File: config.mk
export PLATFORM = sky130hd
export DESIGN_NAME = complex_frame_accum
export DESIGN_NICKNAME = d
export VERILOG_FILES = /design/src/rtl/complex_pkg.sv /design/src/rtl/complex_acc_lane.sv /design/src/rtl/complex_frame_accum.sv
export SDC_FILE = /design/constraint.sdc
export NUM_CORES = 1
export LEC_CHECK = 0
export ABC_AREA = 1
export CAP_MARGIN = 20
export CORE_MARGIN = 5
export CORE_UTILIZATION = 35
export DETAILED_ROUTE_END_ITERATION = 10
export PLACE_DENSITY = 0.69
export SLEW_MARGIN = 30
export SYNTH_ARGS = -nofsm -noshare
export SYNTH_HDL_FRONTEND = slang
export SYNTH_SLANG_ARGS = --single-unit
export TNS_END_PERCENT = 10
File: constraint.sdc
create_clock -name clk -period 1.7 [get_ports clk]
set_input_delay 0.17 -clock clk [delete_from_list [all_inputs] [get_ports clk]]
set_output_delay 0.17 -clock clk [all_outputs]
set_load 0.005 [all_outputs]
File: src/rtl/complex_pkg.sv
`default_nettype none
// ============================================================================
//  Module      : complex_pkg
//  Description : Shared widths, accumulator-width derivation, control state
//                enum and complex sample types for the frame accumulator.
//  Revision    : 1.0  initial release
// ============================================================================
package complex_pkg;

    localparam int IN_W_DEF      = 16;
    localparam int OP_W          = 8;
    localparam int FRAME_LEN_DEF = 4;

    // Width needed to sum frame_len samples of in_w bits without overflow
    function automatic int acc_width(input int in_w, input int frame_len);
        return in_w + $clog2(frame_len);
    endfunction

    localparam int ACC_W_DEF = acc_width(IN_W_DEF, FRAME_LEN_DEF);

    typedef enum logic [0:0] {
        ST_ACC  = 1'b0,
        ST_HOLD = 1'b1
    } acc_state_t;

    // Operand (pre-multiplier) complex sample
    typedef struct packed {
        logic signed [OP_W-1:0] re;
        logic signed [OP_W-1:0] im;
    } complex_op_t;

    // Product (multiplier output / accumulator input) complex sample
    typedef struct packed {
        logic signed [IN_W_DEF-1:0] re;
        logic signed [IN_W_DEF-1:0] im;
    } complex_in_t;

    // Frame total at default accumulator width
    typedef struct packed {
        logic signed [ACC_W_DEF-1:0] re;
        logic signed [ACC_W_DEF-1:0] im;
    } complex_acc_t;

endpackage : complex_pkg
`default_nettype wire

File: src/rtl/complex_acc_lane.sv
`default_nettype none
// ============================================================================
//  Module      : complex_acc_lane
//  Description : One signed accumulator lane. Adds sign-extended samples,
//                and on the final sample loads acc+sample into its output
//                register while zeroing the running sum.
//  Revision    : 1.0  initial release
// ============================================================================
module complex_acc_lane
    import complex_pkg::*;
#(
    parameter int IN_W  = 16,
    parameter int ACC_W = 18
) (
    input  logic                    clk,
    input  logic                    rst_n,
    input  logic                    clear,
    input  logic                    add_en,
    input  logic                    final_en,
    input  logic signed [IN_W-1:0]  in_data,
    output logic signed [ACC_W-1:0] out_data
);

    logic signed [ACC_W-1:0] r_acc;
    logic signed [ACC_W-1:0] w_ext;
    logic signed [ACC_W-1:0] w_sum;

    assign w_ext = {{(ACC_W-IN_W){in_data[IN_W-1]}}, in_data};
    assign w_sum = r_acc + w_ext;

    // Running sum and frame-total register; clear wins over any sample
    always_ff @(posedge clk or negedge rst_n) begin
        if (!rst_n) begin
            r_acc    <= '0;
            out_data <= '0;
        end else if (clear) begin
            r_acc    <= '0;
        end else if (final_en) begin
            out_data <= w_sum;
            r_acc    <= '0;
        end else if (add_en) begin
            r_acc    <= w_sum;
        end
    end

endmodule : complex_acc_lane
`default_nettype wire

File: src/rtl/complex_frame_accum.sv
`default_nettype none
// ============================================================================
//  Module      : complex_frame_accum
//  Description : Sums FRAME_LEN complex products into one full-precision
//                total, presented via a single-entry valid/ready register
//                that back-pressures the upstream while a result is pending.
//  Revision    : 1.0  initial release
// ============================================================================
module complex_frame_accum
    import complex_pkg::*;
#(
    parameter  int IN_W      = IN_W_DEF,
    parameter  int FRAME_LEN = FRAME_LEN_DEF,
    localparam int ACC_W     = acc_width(IN_W, FRAME_LEN),
    localparam int CNT_W     = $clog2(FRAME_LEN)
) (
    input  logic                    clk,
    input  logic                    rst_n,
    input  logic                    clear,
    input  logic                    in_valid,
    output logic                    in_ready,
    input  logic signed [IN_W-1:0]  in_real,
    input  logic signed [IN_W-1:0]  in_imag,
    output logic                    out_valid,
    input  logic                    out_ready,
    output logic signed [ACC_W-1:0] out_real,
    output logic signed [ACC_W-1:0] out_imag,
    output logic [CNT_W-1:0]        sample_cnt
);

    localparam logic [CNT_W-1:0] LAST_CNT = CNT_W'(FRAME_LEN - 1);

    acc_state_t r_state;
    logic       w_accept;
    logic       w_last;
    logic       w_add;
    logic       w_final;
    logic       w_drain;

    // A result drained this cycle frees the register, so acceptance is allowed
    assign in_ready = !(out_valid && !out_ready);
    assign w_accept = in_valid && in_ready && !clear;
    assign w_last   = (sample_cnt == LAST_CNT);
    assign w_final  = w_accept && w_last;
    assign w_add    = w_accept && !w_last;
    assign w_drain  = out_valid && out_ready;

    // Control FSM: sample counter, output-valid flag and ACC/HOLD state
    always_ff @(posedge clk or negedge rst_n) begin
        if (!rst_n) begin
            r_state    <= ST_ACC;
            out_valid  <= 1'b0;
            sample_cnt <= '0;
        end else begin
            if (clear || w_final) begin
                sample_cnt <= '0;
            end else if (w_add) begin
                sample_cnt <= sample_cnt + CNT_W'(1);
            end

            case (r_state)
                ST_ACC: begin
                    if (w_final) begin
                        out_valid <= 1'b1;
                        r_state   <= ST_HOLD;
                    end
                end
                ST_HOLD: begin
                    if (w_final) begin
                        out_valid <= 1'b1;
                    end else if (w_drain) begin
                        out_valid <= 1'b0;
                        r_state   <= ST_ACC;
                    end
                end
                default: r_state <= ST_ACC;
            endcase
        end
    end

    complex_acc_lane #(
        .IN_W  (IN_W),
        .ACC_W (ACC_W)
    ) u_lane_real (
        .clk      (clk),
        .rst_n    (rst_n),
        .clear    (clear),
        .add_en   (w_add),
        .final_en (w_final),
        .in_data  (in_real),
        .out_data (out_real)
    );

    complex_acc_lane #(
        .IN_W  (IN_W),
        .ACC_W (ACC_W)
    ) u_lane_imag (
        .clk      (clk),
        .rst_n    (rst_n),
        .clear    (clear),
        .add_en   (w_add),
        .final_en (w_final),
        .in_data  (in_imag),
        .out_data (out_imag)
    );

endmodule : complex_frame_accum
`default_nettype wire

==> impl_metrics.py <==
metrics = {
    "grt": {
        "antenna_found_initial": 0,
        "use_met2_pct": 26.7,
        "busiest_layer": "met2",
        "grt_max_degree": 37,
        "grt_pass1_vias": 4595,
        "use_met3_pct": 4.13,
        "grtUsageMet1_pct": 23.4,
        "grt.total_usage_pct": 17.1,
        "grt_pass1_wl_um": 22200,
        "grt_overflow": 0,
    },
    "cells_and_area": {
        "final_core_util_pct": 52.4,
        "layout.cells.non_filler": 987,
        "fillers": 1273,
        "syn2layout_area_growth_pct": 45.8,
        "n_antenna_cell": 0,
        "fin_nets": 881,
        "stdcell_area_sq_um": 7000,
        "drive_gt1_share_pct": 20.3,
    },
    "synthesis": {
        "ys_types": 26,
        "synthCells": 658,
        "synth_top_area_cell": "dfrtp_1",
        "synth_edf_count": 0,
        "yosysWarnings": 0,
        "postSynth.asyncResetShare_pct": 100,
        "synth_area_leaders": "dfrtp_1 40%, nand2_1 22%, ha_1 9.1%, nand3_1 5.9%, inv_1 3.4%",
        "synth_nets": 732,
        "syn_avg_cell_area_sq_um": 7.29,
        "yosys.cell_count.top_type": "nand2_1",
        "syn_area_sq_um": 4800,
        "yosysSeqAreaShare_pct": 39.6,
        "synthTopCellsByCount": "285 x nand2_1, 76 x dfrtp_1, 57 x nand3_1",
        "yosysTopAreaCellShare_pct": 39.6,
        "synthFlopType": "dfrtp_1",
        "yosys_register_bits": 76,
    },
    "critical_path": {
        "cp_cell_sequence": "ha_2 -> fa_2 -> nand3_2 -> nand2_2 -> nand2_2 -> nand2_4 -> or2_4 -> nand3_2 -> nand2_1",
        "critical-path-top-delay-family": "simple AND/OR/NAND/NOR gates",
        "startpoint_type": "flip-flop",
        "cp_max_fo": 4,
        "cp_slowest_stage_delay_ns": 0.38,
        "cp_slowest_cell": "dfrtp_1",
        "crit_required_ns": 1.94,
        "crit_arrival_ns": 1.96,
        "critPathBufInv": 0,
        "endpoint_kind": "flip-flop",
        "crit_type": "reg -> reg",
    },
    "clock_network": {
        "cts_sinks": 76,
        "clk_path_buf_depth": 2,
        "clock_latency_ns": 0.34,
        "clkSlewWorstSetupHoldPaths_ns": 0.06,
        "cts_root_buf": "clkbuf_16",
        "cts_tree": "done",
        "cts_buffers": 9,
        "htree_levels": 3,
    },
    "die": {
        "num_rows": 42,
        "die-area_sq_um": 16200,
        "die_h_um": 127,
        "start_util_pct": 35.9,
        "core_region_area_sq_um": 13300,
        "die_w_um": 127,
        "pin_count": 77,
    },
    "sta": {
        "period_share_pct": 101,
        "hold_viol_final": 0,
        "setup_slack_ns": -0.0228,
        "worst_slew_pin_slew_ns": 0.522,
        "final.setup.tns_ns": -0.0676,
        "setup_viol": 4,
        "skew_ns": 0.00605,
        "rsz0062_at_grt": "yes",
        "slew_headroom_pct": 65.2,
        "drv_slew": 0,
        "clock.fmax_mhz": 580,
        "min_period_ns": 1.72,
    },
    "place": {
        "dpl_cell_area_sq_um": 6350,
        "routabilityCongestion": 0.891,
        "dpl.hpwl_um": 10100,
        "dp_cells": 970,
        "io_buffers": 76,
    },
    "route": {
        "vias": 4665,
        "routed_wl_um": 13500,
        "antenna_left": 0,
        "drt_iter0_drc": 256,
        "drcViolationCount": 0,
        "dr.pass1.iters": 4,
        "vias_per_cell": 4.73,
        "wire_per_inst_um": 13.7,
    },
    "power": {
        "power_density_nw_per_um2": 746,
        "p_leak_nw": 3.58,
        "ir_worst_vdd_uv": 531,
    },
    "status": {
        "outcome": "finished with violations",
        "failed_checks": "negative setup slack",
    },
    "hold_path": {
        "min_path_type": "in -> async",
    },
    "run": {
        "drv_cap": 0,
    },
}
==> timing repair <==
item                       4_1_cts  5_1_grt
hold buffers                     1        0
hold endpoints to repair        33        0
resized for setup               21       49
setup buffers                    1        0
setup endpoints to repair       25       52
pin swaps                       14        9
==> power breakdown <==
part,internal (mW),switching [mW],total (mW)
combinational,0.767,0.757,1.52
clock,0.973,0.727,1.70
sequential,1.91,0.0824,1.99
==> kinds of logic (layout without fill, tap and decap cells) <==
| family | after synthesis | count (layout) | synth area share [%] |
|---|---|---|---|
| and+or+nand+nor | 415 | 415 | 36.4 |
| DFF | 76 | 76 | 39.6 |
| AOI/OAI and AO/OA | 59 | 59 | 6.88 |
| buffers and inverters | 59 | 212 | 4.95 |
| adders and majority gates | 37 | 37 | 9.96 |
| xor gates and xnor gates | 12 | 12 | 2.19 |
==> flip-flops by register name (all words and copies together) (netlist names) <==
signal                cells
out_valid                 1
u_lane_real.r_acc        18
u_lane_real.out_data     18
sample_cnt                2
r_state                   1
u_lane_imag.out_data     18
u_lane_imag.r_acc        18
==> layout make-up <==
class / instances / area (sq um) / area share, %
repair buffers: 152 / 1380 / 19.7
flip-flops and latches: 76 / 1900 / 27.2
multi-input cells: 523 / 3070 / 43.9
clock inverters: 3 / 15.0 / 0.215
inverters: 45 / 169 / 2.41
clock buffers: 12 / 236 / 3.38
well taps: 176 / 220 / 3.15
==> metal layers <==
metal  part of all wire (%)  vias up
li1                       -     2426
met5                      0        -
met4                    1.7        0
met2                     44       83
met1                     50     2139
met3                    4.8       17
==> worst register-to-register path, stage by stage, from the launching register on <==
cell	delay, ns
dfrtp_1	0.38
ha_2	0.20
fa_2	0.36
nand3_2	0.08
nand2_2	0.08
nand2_2	0.11
nand2_4	0.07
or2_4	0.25
nand3_2	0.06
nand2_1	0.04
==> through the flow <==
step           hold WS, ns  power [mW]  worst slack, ns
2_1_floorplan       -0.126        2.74          -0.0230
3_3_place_gp         0.175        3.35           -0.304
3_5_place_dp         0.183        3.36           -0.318
4_1_cts              0.375        5.14          -0.0681
5_1_grt              0.417        5.53           -0.118
6_report             0.354        5.22          -0.0228
==> path summary, 6_finish.rpt <==
path | startpoint | cells past startpoint | slack (ns) | end
worst min register to register | r_state | 1 | 0.46 | out_valid
worst min-delay path | rst_n | 2 | 0.35 | out_valid
min in group clk | r_state | 1 | 0.46 | out_valid
max in group asynchronous | rst_n | 3 | 0.80 | u_lane_real.out_data[11]
worst max register to register | u_lane_real.r_acc[0] | 9 | -0.02 | u_lane_real.r_acc[8]
worst max-delay path | u_lane_real.r_acc[0] | 9 | -0.02 | u_lane_real.r_acc[8]
==> cell usage in the layout, fill, tap and decap left out, types with 7 or more instances in the layout <==
master	n
a21oi_1	22
buf_4	72
clkbuf_16	9
clkdlybuf4s50_1	75
dfrtp_1	76
ha_1	13
ha_4	17
inv_1	43
nand2_1	261
nand2_2	22
nand3_1	49
nand3_2	7
nand3b_1	18
nor2_1	36
o21ai_0	21
xnor2_1	7
Note: power is estimated with default switching activity, not from simulation.
